===== config.mk =====
export PLATFORM = sky130hd
export DESIGN_NAME = seg7_capture
export DESIGN_NICKNAME = d
export VERILOG_FILES = /design/src/rtl/seg7_pkg.sv /design/src/rtl/seg7_to_hex.sv /design/src/rtl/seg7_capture.sv
export SDC_FILE = /design/constraint.sdc
export NUM_CORES = 1
export LEC_CHECK = 0
export ABC_AREA = 1
export BUFFER_PORTS_ARGS = -buffer_cell sky130_fd_sc_hd__clkbuf_2
export CORE_ASPECT_RATIO = 0.75
export CORE_MARGIN = 1.5
export CORE_UTILIZATION = 45
export DETAILED_ROUTE_END_ITERATION = 10
export HOLD_SLACK_MARGIN = 0.15
export MAX_ROUTING_LAYER = met4
export PLACE_DENSITY = 0.67
export SETUP_SLACK_MARGIN = 0.4
export SLEW_MARGIN = 20
export SYNTH_ARGS = -nofsm -noshare
export SYNTH_HDL_FRONTEND = slang
export SYNTH_SLANG_ARGS = --single-unit

===== constraint.sdc =====
create_clock -name clk -period 2.53 [get_ports clk]
set_clock_uncertainty 0.2 [all_clocks]
set_input_delay 0.506 -clock clk [delete_from_list [all_inputs] [get_ports clk]]
set_output_delay 0.506 -clock clk [all_outputs]
set_load 0.01 [all_outputs]

===== src/rtl/seg7_pkg.sv =====
// Shared 7-segment definitions: segment bit order, the active-low code set
// for hex digits 0..F, the blank pattern, and the capture FSM state type.
package seg7_pkg;

  // Segment bit positions inside a 7-bit pattern (bit 0 = a ... bit 6 = g).
  localparam int SEG_A = 0;
  localparam int SEG_B = 1;
  localparam int SEG_C = 2;
  localparam int SEG_D = 3;
  localparam int SEG_E = 4;
  localparam int SEG_F = 5;
  localparam int SEG_G = 6;

  // Active-low codes, written g..a (MSB first). A 0 bit lights the segment.
  localparam logic [6:0] SEG_HEX_0 = 7'b1000000;
  localparam logic [6:0] SEG_HEX_1 = 7'b1111001;
  localparam logic [6:0] SEG_HEX_2 = 7'b0100100;
  localparam logic [6:0] SEG_HEX_3 = 7'b0110000;
  localparam logic [6:0] SEG_HEX_4 = 7'b0011001;
  localparam logic [6:0] SEG_HEX_5 = 7'b0010010;
  localparam logic [6:0] SEG_HEX_6 = 7'b0000010;
  localparam logic [6:0] SEG_HEX_7 = 7'b1111000;
  localparam logic [6:0] SEG_HEX_8 = 7'b0000000;
  localparam logic [6:0] SEG_HEX_9 = 7'b0011000;
  localparam logic [6:0] SEG_HEX_A = 7'b0001000;
  localparam logic [6:0] SEG_HEX_B = 7'b0000011;
  localparam logic [6:0] SEG_HEX_C = 7'b1000110;
  localparam logic [6:0] SEG_HEX_D = 7'b0100001;
  localparam logic [6:0] SEG_HEX_E = 7'b0000110;
  localparam logic [6:0] SEG_HEX_F = 7'b0001110;
  localparam logic [6:0] SEG_BLANK = 7'b1111111;

  // Result of decoding one segment pattern.
  typedef struct packed {
    logic       hit;
    logic       blank;
    logic [3:0] nibble;
  } seg_dec_t;

  // Capture FSM states.
  typedef enum logic [1:0] {
    S_WAIT  = 2'd0,
    S_COUNT = 2'd1,
    S_HOLD  = 2'd2
  } cap_state_t;

endpackage


===== src/rtl/seg7_to_hex.sv =====
// Combinational decoder: 7-bit active-low segment pattern to
// {hit, blank, nibble}. Anything not in the code set and not blank is a miss.
module seg7_to_hex
  import seg7_pkg::*;
(
  input  logic [6:0] seg,
  output seg_dec_t   dec
);

  // Table lookup; defaults describe a miss with nibble 0.
  always_comb begin
    dec = '0;
    case (seg)
      SEG_HEX_0: dec = '{hit: 1'b1, blank: 1'b0, nibble: 4'h0};
      SEG_HEX_1: dec = '{hit: 1'b1, blank: 1'b0, nibble: 4'h1};
      SEG_HEX_2: dec = '{hit: 1'b1, blank: 1'b0, nibble: 4'h2};
      SEG_HEX_3: dec = '{hit: 1'b1, blank: 1'b0, nibble: 4'h3};
      SEG_HEX_4: dec = '{hit: 1'b1, blank: 1'b0, nibble: 4'h4};
      SEG_HEX_5: dec = '{hit: 1'b1, blank: 1'b0, nibble: 4'h5};
      SEG_HEX_6: dec = '{hit: 1'b1, blank: 1'b0, nibble: 4'h6};
      SEG_HEX_7: dec = '{hit: 1'b1, blank: 1'b0, nibble: 4'h7};
      SEG_HEX_8: dec = '{hit: 1'b1, blank: 1'b0, nibble: 4'h8};
      SEG_HEX_9: dec = '{hit: 1'b1, blank: 1'b0, nibble: 4'h9};
      SEG_HEX_A: dec = '{hit: 1'b1, blank: 1'b0, nibble: 4'hA};
      SEG_HEX_B: dec = '{hit: 1'b1, blank: 1'b0, nibble: 4'hB};
      SEG_HEX_C: dec = '{hit: 1'b1, blank: 1'b0, nibble: 4'hC};
      SEG_HEX_D: dec = '{hit: 1'b1, blank: 1'b0, nibble: 4'hD};
      SEG_HEX_E: dec = '{hit: 1'b1, blank: 1'b0, nibble: 4'hE};
      SEG_HEX_F: dec = '{hit: 1'b1, blank: 1'b0, nibble: 4'hF};
      SEG_BLANK: dec = '{hit: 1'b0, blank: 1'b1, nibble: 4'h0};
      default:   dec = '0;
    endcase
  end

endmodule


===== src/rtl/seg7_capture.sv =====
// Watches a multiplexed active-low 7-segment bus and recovers the hex value
// shown on each digit once its pattern has been stable for STABLE_CYCLES
// registered samples. The FSM state is exported on dbg_state for checkers.
module seg7_capture
  import seg7_pkg::*;
#(
  parameter int NUM_DIGITS    = 4,
  parameter int STABLE_CYCLES = 4
) (
  input  logic                    clk,
  input  logic                    reset,
  input  logic [6:0]              seg,
  input  logic [NUM_DIGITS-1:0]   dig_en,
  input  logic                    err_clr,
  output logic [4*NUM_DIGITS-1:0] digits,
  output logic [NUM_DIGITS-1:0]   digit_valid,
  output logic                    upd,
  output logic [2:0]              upd_idx,
  output logic                    err,
  output cap_state_t              dbg_state
);

  localparam logic [7:0] CNT_MAX = 8'(STABLE_CYCLES);

  logic [6:0]            seg_q, seg_p;
  logic [NUM_DIGITS-1:0] en_q, en_p;
  cap_state_t            state, state_n;
  logic [7:0]            cnt, cnt_n;
  logic                  same, onehot, cap;
  logic [2:0]            idx;
  seg_dec_t              dec;

  assign same      = (seg_q == seg_p) && (en_q == en_p);
  assign onehot    = $onehot(en_q);
  assign dbg_state = state;

  seg7_to_hex u_dec (
    .seg (seg_q),
    .dec (dec)
  );

  // Index of the selected digit; only meaningful when en_q is one-hot.
  always_comb begin
    idx = '0;
    for (int i = 0; i < NUM_DIGITS; i++) begin
      if (en_q[i]) idx = 3'(i);
    end
  end

  // Input sample register plus a one-cycle-old copy for change detection.
  always_ff @(posedge clk) begin
    if (reset) begin
      seg_q <= SEG_BLANK;
      en_q  <= '0;
      seg_p <= SEG_BLANK;
      en_p  <= '0;
    end else begin
      seg_q <= seg;
      en_q  <= dig_en;
      seg_p <= seg_q;
      en_p  <= en_q;
    end
  end

  // Next state / stability counter. The counter saturates at CNT_MAX in
  // S_HOLD, so a long-held pattern captures exactly once.
  always_comb begin
    state_n = state;
    cnt_n   = cnt;
    cap     = 1'b0;
    case (state)
      S_WAIT: begin
        if (onehot) begin
          state_n = S_COUNT;
          cnt_n   = 8'd1;
        end else begin
          cnt_n = 8'd0;
        end
      end
      S_COUNT, S_HOLD: begin
        if (!same) begin
          if (onehot) begin
            state_n = S_COUNT;
            cnt_n   = 8'd1;
          end else begin
            state_n = S_WAIT;
            cnt_n   = 8'd0;
          end
        end else if (state == S_COUNT) begin
          if (cnt == CNT_MAX - 8'd1) begin
            cap     = 1'b1;
            state_n = S_HOLD;
            cnt_n   = CNT_MAX;
          end else begin
            cnt_n = cnt + 8'd1;
          end
        end
      end
      default: begin
        state_n = S_WAIT;
        cnt_n   = 8'd0;
      end
    endcase
  end

  // FSM state and counter registers.
  always_ff @(posedge clk) begin
    if (reset) begin
      state <= S_WAIT;
      cnt   <= 8'd0;
    end else begin
      state <= state_n;
      cnt   <= cnt_n;
    end
  end

  // Capture: update only the selected digit; a miss also raises sticky err,
  // which wins over a simultaneous err_clr.
  always_ff @(posedge clk) begin
    if (reset) begin
      digits      <= '0;
      digit_valid <= '0;
      upd         <= 1'b0;
      upd_idx     <= 3'd0;
      err         <= 1'b0;
    end else begin
      upd     <= 1'b0;
      upd_idx <= 3'd0;
      for (int i = 0; i < NUM_DIGITS; i++) begin
        if (cap && en_q[i]) begin
          if (dec.hit) begin
            digits[4*i +: 4] <= dec.nibble;
            digit_valid[i]   <= 1'b1;
          end else begin
            digit_valid[i]   <= 1'b0;
          end
        end
      end
      if (cap && dec.hit) begin
        upd     <= 1'b1;
        upd_idx <= idx;
      end
      if (cap && !dec.hit && !dec.blank) begin
        err <= 1'b1;
      end else if (err_clr) begin
        err <= 1'b0;
      end
    end
  end

endmodule


==> flow_metrics.py, run 1 <==
metrics = {
    "clock_tree": {
        "clock_sink_count": 56,
        "clock_transition_at_the_register_clock_pins_on_the_worst_setup_and_hold_paths_after_cts_ps": 110,
        "clk-insertion-delay-late_ps": 320,
        "clock_tree.root_cell": "sky130_fd_sc_hd__clkbuf_8",
        "cts_buffers": 5,
        "cts_tree": "done",
        "cts_max_level": 2,
        "ctsLongestPathBuffers": 2,
    },
    "power_and_ir_drop": {
        "ir_drop_uv": 357,
        "p_leak_nw": 1.78,
        "power_density_nw_per_um2": 480,
        "totalPowerFinal_w": 0.00175,
    },
    "placed_design": {
        "place.gp.congestion": 0.866,
        "numPortBuffers": 39,
        "detailed_place_hpwl_mm": 4.73,
    },
    "floorplan": {
        "die-width_um": 97.4,
        "start_util_pct": 47.2,
        "rows": 25,
        "die_area_um2": 7190,
        "core_region_area_um2": 6380,
        "die_y_um": 73.8,
        "io-pin-count": 41,
    },
    "setup_path": {
        "startpoint_type": "register",
        "crit-reg2reg-launch": "en_q[3]",
        "arrival_time_of_the_worst_setup_path_ps": 2390,
        "timing.critical_path.to_type": "register",
        "worst-path-max-fanout": 2,
        "worst_r2r_path_depth": 12,
        "timing.setup.critical_path_class": "reg -> reg",
        "cp_data_required_time_ps": 2590,
        "crit_reg_reg_endpoint": "cnt[0]",
        "timing.reg2reg.setup_slack_ps": 190,
    },
    "timing": {
        "max_freq_mhz": 428,
        "rsz0062_at_grt": "yes",
        "timing.setup.tns_ps": 0,
        "timing.final.setup_violations": 0,
        "fin_crit_sh_pct": 92.3,
        "hold_slack_ps": 155,
        "slew_headroom_pct": 65.8,
        "maxSlewViolCount": 0,
        "worstMarginPinSlew_ps": 509,
        "final_hold_viol_count": 0,
        "time_the_worst_path_needs_with_i_o_delays_and_setup_ps": 2340,
    },
    "global_route": {
        "met3_usage_pct": 4.19,
        "global_route.usage.met2_pct": 31.3,
        "global_route.overflow_total": 0,
        "use_met1_pct": 24.8,
        "top_usage_layer": "met2",
        "first_pass_grt_wire_length_mm": 11.1,
        "grt_util_all_layers_pct": 19.5,
        "grt_pass1_vias": 2468,
        "grt_antenna_before_repair": 0,
        "grt_max_degree": 25,
    },
    "layout": {
        "syn_to_final_growth_pct": 21.2,
        "diodes_inserted": 0,
        "layout-drive-gt1-share_pct": 28.4,
        "finalNetCount": 524,
        "layout.cells.most_common": "sky130_fd_sc_hd__nand2_1",
        "layout.cells.most_common_list": "108 x sky130_fd_sc_hd__nand2_1, 66 x sky130_fd_sc_hd__nor2_1, 45 x sky130_fd_sc_hd__inv_1, 44 x sky130_fd_sc_hd__dfxtp_1, 40 x sky130_fd_sc_hd__clkbuf_2",
    },
    "route": {
        "drt_iter0_drc": 203,
        "vias_per_cell": 5.06,
        "detail_route.drc_violations": 0,
        "finalWirelength_mm": 7.15,
        "drt.antenna.violating_nets": 0,
        "post_drt_wl_per_cell_um": 12.2,
        "detailedRoute.firstPassIterationCount": 7,
        "route.vias.total": 2958,
    },
    "worst_hold_path": {
        "min_delay_path_depth": 3,
        "timing.hold.worst.start": "dig_en[3]",
        "whs_endpoint": "en_q[3]",
        "worstHoldPathType": "in -> reg",
    },
    "logic_synthesis": {
        "synth_cells": 445,
        "netlist-cell-type-count": 31,
        "synthesis.area_um2": 3010,
        "synthArstFlopShare_pct": 0,
        "register_bit_count_reported_by_yosys": 56,
        "ys.warnings.count": 0,
        "yosysSeqAreaShare_pct": 37.2,
        "synth_top_area_share_pct": 37.2,
        "syn-num-nets": 466,
        "synth_edf_count": 0,
        "synthesized_area_per_cell_um2": 6.76,
        "synthTopCellsByArea": "sky130_fd_sc_hd__dfxtp_1 37%, sky130_fd_sc_hd__nand2_1 14%, sky130_fd_sc_hd__nor2_1 8.6%",
        "synth_flop_cell": "sky130_fd_sc_hd__dfxtp_1",
        "synth_largest_area_cell": "sky130_fd_sc_hd__dfxtp_1",
    },
    "flow_run": {
        "max_cap_viol_count": 0,
    },
    "outcome": {
        "outcome": "complete, no violations",
    },
}
==> logic make-up after synthesis <==
group,count (synthesis),share of synthesized area (%)
buffers and inverters,72,10.2
other,1,0.125
xor gates and xnor gates,5,1.45
AOI/OAI and AO/OA,39,6.65
and+or+nand+nor,265,41.2
adders and majority gates,7,3.16
DFF,56,37.2
==> per-stage QoR <==
step                setup slack (ps)  cells  util (%)  cell area (um^2)
global route                    66.1    585      57.2              3650
floorplan                        332    445         -              3040
CTS                              233    570      54.0              3450
global placement                 265    555      51.3              3270
finish                           195    585      57.2              3650
detailed placement               211    555      51.3              3270
==> cell usage after synthesis (2+ instances only) <==
library cell and instances:
sky130_fd_sc_hd__nor2_4 5, sky130_fd_sc_hd__nor2_2 9, sky130_fd_sc_hd__inv_2 9, sky130_fd_sc_hd__a21oi_1 31, sky130_fd_sc_hd__nand3_2 2, sky130_fd_sc_hd__nor3_1 7, sky130_fd_sc_hd__o21ai_0 6, sky130_fd_sc_hd__inv_1 50
sky130_fd_sc_hd__nand2_1 110, sky130_fd_sc_hd__nand2_2 5, sky130_fd_sc_hd__or2_2 7, sky130_fd_sc_hd__nand4_2 2, sky130_fd_sc_hd__ha_1 6, sky130_fd_sc_hd__buf_4 5, sky130_fd_sc_hd__xnor2_1 5, sky130_fd_sc_hd__clkbuf_1 3
sky130_fd_sc_hd__buf_2 2, sky130_fd_sc_hd__nand4_1 8, sky130_fd_sc_hd__nor2_1 69, sky130_fd_sc_hd__nand3_1 37, sky130_fd_sc_hd__dfxtp_1 56, sky130_fd_sc_hd__buf_6 2
==> registers in the layout (all words and copies together) (netlist names) <==
name and count:
digit_valid 4, seg_q 7, digits 16, cnt 8
en_q 4, upd_idx 2, en_p 4, err 1
upd 1, seg_p 7, dbg_state 2
==> timing repair <==
| action | in CTS | in global routing |
|---|---|---|
| endpoints found under the setup margin | 26 | 30 |
| pin swaps | 7 | 11 |
| resized for setup | 8 | 24 |
| cloned | 1 | 3 |
| setup buffers | 5 | 11 |
| hold buffers | 1 | 1 |
| hold endpoints to repair | 1 | 1 |
==> final cells by class <==
cell class | instances | area (um^2)
fillers | 616 | 2730
flip-flops and latches | 56 | 1140
multi-input cells | 321 | 1710
repair buffers | 60 | 368
clock buffers | 5 | 68.8
inverters | 59 | 226
well taps | 81 | 101
clock inverters | 3 | 27.5
==> worst max-delay path, stage by stage (launching register included) <==
cell                      delay (ps)
sky130_fd_sc_hd__dfxtp_2         370
sky130_fd_sc_hd__inv_4            40
sky130_fd_sc_hd__fa_1            520
sky130_fd_sc_hd__inv_1            40
sky130_fd_sc_hd__ha_2            170
sky130_fd_sc_hd__ha_4            220
sky130_fd_sc_hd__nor3_4          190
sky130_fd_sc_hd__buf_4           140
sky130_fd_sc_hd__buf_4           100
sky130_fd_sc_hd__nand2_2          30
sky130_fd_sc_hd__nand3_1          60
sky130_fd_sc_hd__nand2_1          60
sky130_fd_sc_hd__a21oi_1         130
==> routing by layer <==
metal	part of all wire (%)	up-vias
met5	0	-
met4	1.6	0
met3	7.8	13
met2	45	106
met1	45	1327
li1	-	1512
==> worst max-delay path by stage <==
| stage | start | endpoint | slack (ps) | cells after the start |
|---|---|---|---|---|
| detailed placement | en_q[1] | dbg_state[0] | 210 | 14 |
| floorplan | en_q[3] | dbg_state[0] | 330 | 14 |
| CTS | en_q[3] | dbg_state[0] | 230 | 14 |
| finish | en_q[3] | cnt[0] | 190 | 12 |
| global route | en_q[3] | dbg_state[0] | 70 | 14 |
| global placement | en_q[3] | dbg_state[0] | 260 | 14 |
==> power by group <==
group	internal [W]	switching [W]	leakage, nW	total [W]
clock	0.000204	0.000329	0.0463	0.000534
combinational	0.000112	0.000171	1.28	0.000283
sequential	0.000906	0.0000283	0.458	0.000934
total	0.00122	0.000529	1.78	0.00175
Note: power is estimated with default switching activity, not from simulation.
==> run 2: changes to the inputs <==
--- a/config.mk
+++ b/config.mk
@@ -8,7 +8,7 @@
 export ABC_AREA = 1
 export BUFFER_PORTS_ARGS = -buffer_cell sky130_fd_sc_hd__clkbuf_2
 export CORE_ASPECT_RATIO = 0.75
-export CORE_MARGIN = 1.5
+export CORE_MARGIN = 2
 export CORE_UTILIZATION = 45
 export DETAILED_ROUTE_END_ITERATION = 10
 export HOLD_SLACK_MARGIN = 0.15
==> flow_metrics.py, run 2 (same netlist as run 1, synthesis figures left out) <==
metrics = {
    "setup_path": {
        "arrival_time_of_the_worst_setup_path_ps": 2300,
        "crit_reg_reg_endpoint": "dbg_state[0]",
        "timing.critical_path.to_type": "register",
        "worst_r2r_path_depth": 14,
        "timing.setup.critical_path_class": "reg -> reg",
        "startpoint_type": "register",
        "cp_data_required_time_ps": 2600,
        "crit-reg2reg-launch": "en_q[0]",
        "timing.reg2reg.setup_slack_ps": 290,
        "worst-path-max-fanout": 2,
    },
    "layout": {
        "largest_register": "digits",
        "largest_register_ff_count": 16,
        "syn_to_final_growth_pct": 23.4,
        "layout.cells.most_common": "sky130_fd_sc_hd__nand2_1",
        "final.fill_count": 624,
        "layout-drive-gt1-share_pct": 29.0,
        "finish.cell_count_without_fillers": 581,
        "layout.cells.most_common_list": "108 x sky130_fd_sc_hd__nand2_1, 63 x sky130_fd_sc_hd__nor2_1, 45 x sky130_fd_sc_hd__dfxtp_1, 43 x sky130_fd_sc_hd__inv_1, 39 x sky130_fd_sc_hd__clkbuf_2",
        "reg.largest.list": "digits x16, cnt x8",
        "multiInputGateArea_um2": 1790,
        "finalNetCount": 520,
        "area.sequential_um2": 1150,
        "diodes_inserted": 0,
    },
    "clock_tree": {
        "cts_tree": "done",
        "clock_transition_at_the_register_clock_pins_on_the_worst_setup_and_hold_paths_after_cts_ps": 110,
        "cts_buffers": 5,
        "cts_max_level": 2,
        "clock_sink_count": 56,
        "clk-insertion-delay-late_ps": 320,
        "ctsLongestPathBuffers": 2,
        "clock_tree.root_cell": "sky130_fd_sc_hd__clkbuf_8",
    },
    "power_and_ir_drop": {
        "ir_drop_uv": 289,
        "power_density_nw_per_um2": 468,
        "totalPowerFinal_w": 0.00174,
        "p_leak_nw": 1.79,
    },
    "floorplan": {
        "rows": 25,
        "die_area_um2": 7370,
        "core_region_area_um2": 6380,
        "die_y_um": 74.8,
        "io-pin-count": 41,
        "die-width_um": 98.4,
        "start_util_pct": 47.2,
    },
    "timing": {
        "maxSlewViolCount": 0,
        "hold_slack_ps": 159,
        "timing.final.setup_violations": 0,
        "timing.setup.tns_ps": 0,
        "final_hold_viol_count": 0,
        "fin_crit_sh_pct": 88.4,
        "finalWorstSetupSlack_ps": 294,
        "rsz0062_at_grt": "yes",
        "max_freq_mhz": 447,
        "time_the_worst_path_needs_with_i_o_delays_and_setup_ps": 2240,
    },
    "placed_design": {
        "numPortBuffers": 39,
        "place.detailed.instances": 555,
        "place.gp.congestion": 0.905,
        "pre_cts_slack_ps": 214,
        "detailed_place_hpwl_mm": 4.83,
    },
    "flow_run": {
        "max_cap_viol_count": 0,
    },
    "route": {
        "post_drt_wl_per_cell_um": 12.3,
        "drt_iter0_drc": 167,
        "detailedRoute.firstPassIterationCount": 5,
        "vias_per_cell": 4.91,
        "finalWirelength_mm": 7.14,
        "detail_route.drc_violations": 0,
        "route.vias.total": 2850,
        "drt.antenna.violating_nets": 0,
    },
    "outcome": {
        "outcome": "complete, no violations",
    },
    "global_route": {
        "global_route.overflow_total": 0,
        "grt_max_degree": 25,
        "grt_antenna_before_repair": 0,
        "grt_pass1_vias": 2520,
        "first_pass_grt_wire_length_mm": 11.4,
        "grt_util_all_layers_pct": 19.8,
    },
    "worst_hold_path": {
        "min_delay_path_depth": 3,
        "whs_endpoint": "en_q[1]",
        "worstHoldPathType": "in -> reg",
        "timing.hold.worst.start": "dig_en[1]",
    },
}
-- run 2: changes by cell type in the layout (fill, tap and decap cells not counted), sizes merged --
cell,previous run,this run
nand3,43,44
clkbuf,45,44
buf,18,15
dlygate4sd3,2,1
-- run 2: how the worst max path moves through the flow --
stage / cells after the start / start / endpoint
4_1_cts: 14 / en_q[0] / dbg_state[0]
5_1_grt: 14 / en_q[0] / dbg_state[0]
2_1_floorplan: 14 / en_q[3] / dbg_state[0]
3_3_place_gp: 14 / en_q[3] / dbg_state[0]
6_report: 14 / en_q[0] / dbg_state[0]
3_5_place_dp: 14 / en_q[3] / dbg_state[0]
-- run 2: power by group --
group	total (W)	switching [W]	leakage (nW)	internal (W)
logic	0.000285	0.000173	1.29	0.000112
registers	0.000934	0.0000299	0.458	0.000904
clock network	0.000520	0.000316	0.0463	0.000204
-- run 2: repair_timing --
item / in CTS / in global routing
hold buffers: 0 / 1
endpoints found under the hold margin: 0 / 1
gates resized for setup: 9 / 42
pin swaps: 7 / 19
buffers inserted: 5 / 7
gates cloned: 1 / 4
endpoints found under the setup margin: 26 / 31
-- run 2: through the flow --
step	area [um^2]	utilization [%]
after global placement	3270	51.3
after floorplan	3040	-
after detailed placement	3270	51.3
after CTS	3440	54.0
after global routing	3720	58.2
final	3720	58.2
-- run 2: worst max-delay path: stages, from the launching register on --
cell                      delay, ps
sky130_fd_sc_hd__dfxtp_2        360
sky130_fd_sc_hd__inv_4           40
sky130_fd_sc_hd__fa_1           540
sky130_fd_sc_hd__inv_2           50
sky130_fd_sc_hd__ha_4           150
sky130_fd_sc_hd__ha_4           210
sky130_fd_sc_hd__nor3_4         130
sky130_fd_sc_hd__inv_2           60
sky130_fd_sc_hd__nor2_2         100
sky130_fd_sc_hd__nand2_1         70
sky130_fd_sc_hd__nand2_1         70
sky130_fd_sc_hd__nand2_1         50
sky130_fd_sc_hd__nand2_1         50
sky130_fd_sc_hd__nand2_1         40
sky130_fd_sc_hd__nor2_1          70
-- run 2: layer usage --
layer  track usage (%)  vias to the layer above  wire (um)
li1                  -                     1507          -
met1              26.4                     1266       3490
met2              31.3                       73       3210
met3              4.55                        4        397
met4              4.41                        0         39
met5                 -                        -          0
-- run 2: layout make-up --
class | count | share of cell area, %
multi-input combinational | 322 | 48.1
tap | 81 | 2.73
inverter | 59 | 6.23
sequential | 56 | 30.9
clock buffer | 5 | 1.85
clock inverter | 3 | 0.741
timing repair buffer | 55 | 9.43
==> run 3: changes to the inputs <==
--- a/config.mk
+++ b/config.mk
@@ -6,14 +6,13 @@
 export NUM_CORES = 1
 export LEC_CHECK = 0
 export ABC_AREA = 1
-export BUFFER_PORTS_ARGS = -buffer_cell sky130_fd_sc_hd__clkbuf_2
 export CORE_ASPECT_RATIO = 0.75
 export CORE_MARGIN = 2
 export CORE_UTILIZATION = 45
 export DETAILED_ROUTE_END_ITERATION = 10
+export DONT_BUFFER_PORTS = 1
 export HOLD_SLACK_MARGIN = 0.15
 export MAX_ROUTING_LAYER = met4
-export PLACE_DENSITY = 0.67
 export SETUP_SLACK_MARGIN = 0.4
 export SLEW_MARGIN = 20
 export SYNTH_ARGS = -nofsm -noshare
==> flow_metrics.py, run 3 (same netlist as run 1, synthesis figures left out) <==
metrics = {
    "outcome": {
        "outcome": "complete, no violations",
    },
    "setup_path": {
        "slowest_delay_ps": 550,
        "cpMaxStageDelayCell": "sky130_fd_sc_hd__fa_1",
        "startpoint_type": "register",
        "timing.critical_path.to_type": "register",
        "timing.setup.critical_path_class": "reg -> reg",
        "arrival_time_of_the_worst_setup_path_ps": 2360,
        "cp_data_required_time_ps": 2580,
        "worstPathCellList": "inv_4, fa_1, inv_2, ha_4, ha_4, nor3_4, inv_1, nor2_1, nand2_1, nand2_1, nand2_1, nand2_1, nand2_1, nor2_1",
        "cpMostUsedCell": "sky130_fd_sc_hd__nand2_1",
        "worst-path-max-fanout": 4,
    },
    "global_route": {
        "first_pass_grt_wire_length_mm": 11.4,
        "grt_antenna_before_repair": 0,
        "global_route.overflow_total": 0,
        "grt_max_degree": 26,
        "grt_util_all_layers_pct": 19.6,
        "grt_pass1_vias": 2492,
    },
    "timing": {
        "worstMarginPinSlew_ps": 547,
        "maxSlewViolCount": 0,
        "fin_crit_sh_pct": 91.0,
        "timing.final.setup_violations": 0,
        "time_the_worst_path_needs_with_i_o_delays_and_setup_ps": 2300,
        "timing.setup.tns_ps": 0,
        "max_freq_mhz": 434,
        "slew_headroom_pct": 63.3,
        "final_hold_viol_count": 0,
        "rsz0062_at_grt": "yes",
    },
    "route": {
        "detailedRoute.firstPassIterationCount": 4,
        "post_drt_wl_per_cell_um": 12.9,
        "detail_route.drc_violations": 0,
        "drt_iter0_drc": 112,
        "finalWirelength_mm": 7.37,
        "drt.antenna.violating_nets": 0,
        "route.vias.total": 2853,
        "vias_per_cell": 4.99,
    },
    "layout": {
        "finish.cell_count_without_fillers": 572,
        "final.fill_count": 650,
        "layout.cells.most_common_list": "108 x sky130_fd_sc_hd__nand2_1, 63 x sky130_fd_sc_hd__nor2_1, 44 x sky130_fd_sc_hd__dfxtp_1, 43 x sky130_fd_sc_hd__inv_1, 33 x sky130_fd_sc_hd__nand3_1",
        "layout.core_utilization_pct": 59.8,
        "finalNetCount": 511,
        "largest_register_ff_count": 16,
        "diodes_inserted": 0,
        "layout-drive-gt1-share_pct": 24.8,
        "layout.cells.most_common": "sky130_fd_sc_hd__nand2_1",
        "syn_to_final_growth_pct": 26.8,
        "reg.largest.list": "digits x16, cnt x8",
        "largest_register": "digits",
    },
    "clock_tree": {
        "cts_max_level": 2,
        "cts_buffers": 5,
        "ctsLongestPathBuffers": 2,
        "cts_tree": "done",
        "cts_hold_buf": 22,
        "clk-insertion-delay-late_ps": 310,
        "clock_sink_count": 56,
        "clock_tree.root_cell": "sky130_fd_sc_hd__clkbuf_8",
        "clock_transition_at_the_register_clock_pins_on_the_worst_setup_and_hold_paths_after_cts_ps": 110,
    },
    "power_and_ir_drop": {
        "clkPwrFrac_pct": 36.1,
        "net-switching-power_w": 0.000506,
        "power.share.sequential_pct": 48.3,
        "internal_power_w": 0.00144,
        "p_leak_nw": 1.76,
        "ir_drop_uv": 328,
        "power_density_nw_per_um2": 509,
        "combinationalPowerShare_pct": 15.6,
        "p_sw_share_pct": 26.0,
    },
    "floorplan": {
        "core_region_area_um2": 6380,
        "rows": 25,
        "start_util_pct": 47.2,
        "io-pin-count": 41,
        "die_y_um": 74.8,
        "die-width_um": 98.4,
        "die_area_um2": 7370,
    },
    "placed_design": {
        "numPortBuffers": 0,
        "detailed_place_hpwl_mm": 4.73,
        "place.gp.congestion": 0.857,
        "place.detailed.instances": 516,
    },
    "worst_hold_path": {
        "worstHoldPathType": "in -> reg",
    },
    "flow_run": {
        "max_cap_viol_count": 0,
    },
}
[run 3: changes by cell type in the layout (fill, tap and decap cells not counted), sizes merged]
cell	delta
nand3	-1
dlygate4sd3	+21
clkinvlp	-1
buf	+10
clkinv	-1
clkbuf	-39
bufinv	+2
[run 3: worst paths after layout]
path | start | endpoint | slack, ps | cells after the start
worst max-delay path | en_q[3] | dbg_state[0] | 230 | 14
worst min-delay path | reset | dbg_state[1] | 50 | 1
worst max register to register | en_q[3] | dbg_state[0] | 230 | 14
worst min register to register | cnt[0] | cnt[0] | 290 | 2
[run 3: repair_timing]
item                                    CTS  global route
buffers inserted                          5            17
pin swaps                                 7            16
resized for setup                         9            41
cloned                                    1             3
hold endpoints to repair                 24             9
endpoints found under the setup margin   27            33
[run 3: final cells by class]
class / count / area, um^2 / share of cell area (%)
Clock inverter: 3 / 68.8 / 1.80
Timing Repair Buffer: 47 / 428 / 11.2
Inverter: 59 / 226 / 5.93
Sequential cell: 56 / 1140 / 29.9
Clock buffer: 5 / 68.8 / 1.80
Multi-Input combinational cell: 321 / 1780 / 46.7
Tap cell: 81 / 101 / 2.65
[run 3: metrics by stage]
stage	hold slack [ps]	setup WS [ps]	instance area, um^2	total power [W]
after floorplan	256	332	3040	0.00114
after global placement	274	267	3080	0.00117
after detailed placement	283	196	3080	0.00117
after CTS	39.6	250	3510	0.00191
after global routing	32.2	82.5	3820	0.00202
final	50.2	227	3820	0.00194
[run 3: power groups by stage]
stage / combinational [W] / sequential [W] / clock, W
floorplan: 0.000192 / 0.000946 / 0
global placement: 0.000210 / 0.000957 / 0
detailed placement: 0.000213 / 0.000957 / 0
CTS: 0.000258 / 0.000937 / 0.000719
global route: 0.000336 / 0.000943 / 0.000741
finish: 0.000302 / 0.000939 / 0.000702
[run 3: critical path: cells and delay by family, from the launching register on]
kind / cells / cell delay (ps)
AND/OR/NAND/NOR: 8 / 600
flip-flops: 1 / 370
adder cells (fa/ha/maj): 3 / 910
buffers and inverters: 3 / 170
[run 3: metal layers]
layer	global-route usage, %	wire (um)	up-vias
li1	-	-	1486
met3	3.44	242	8
met1	26.0	3660	1304
met4	3.65	63	0
met2	32.1	3400	55
met5	-	0	-
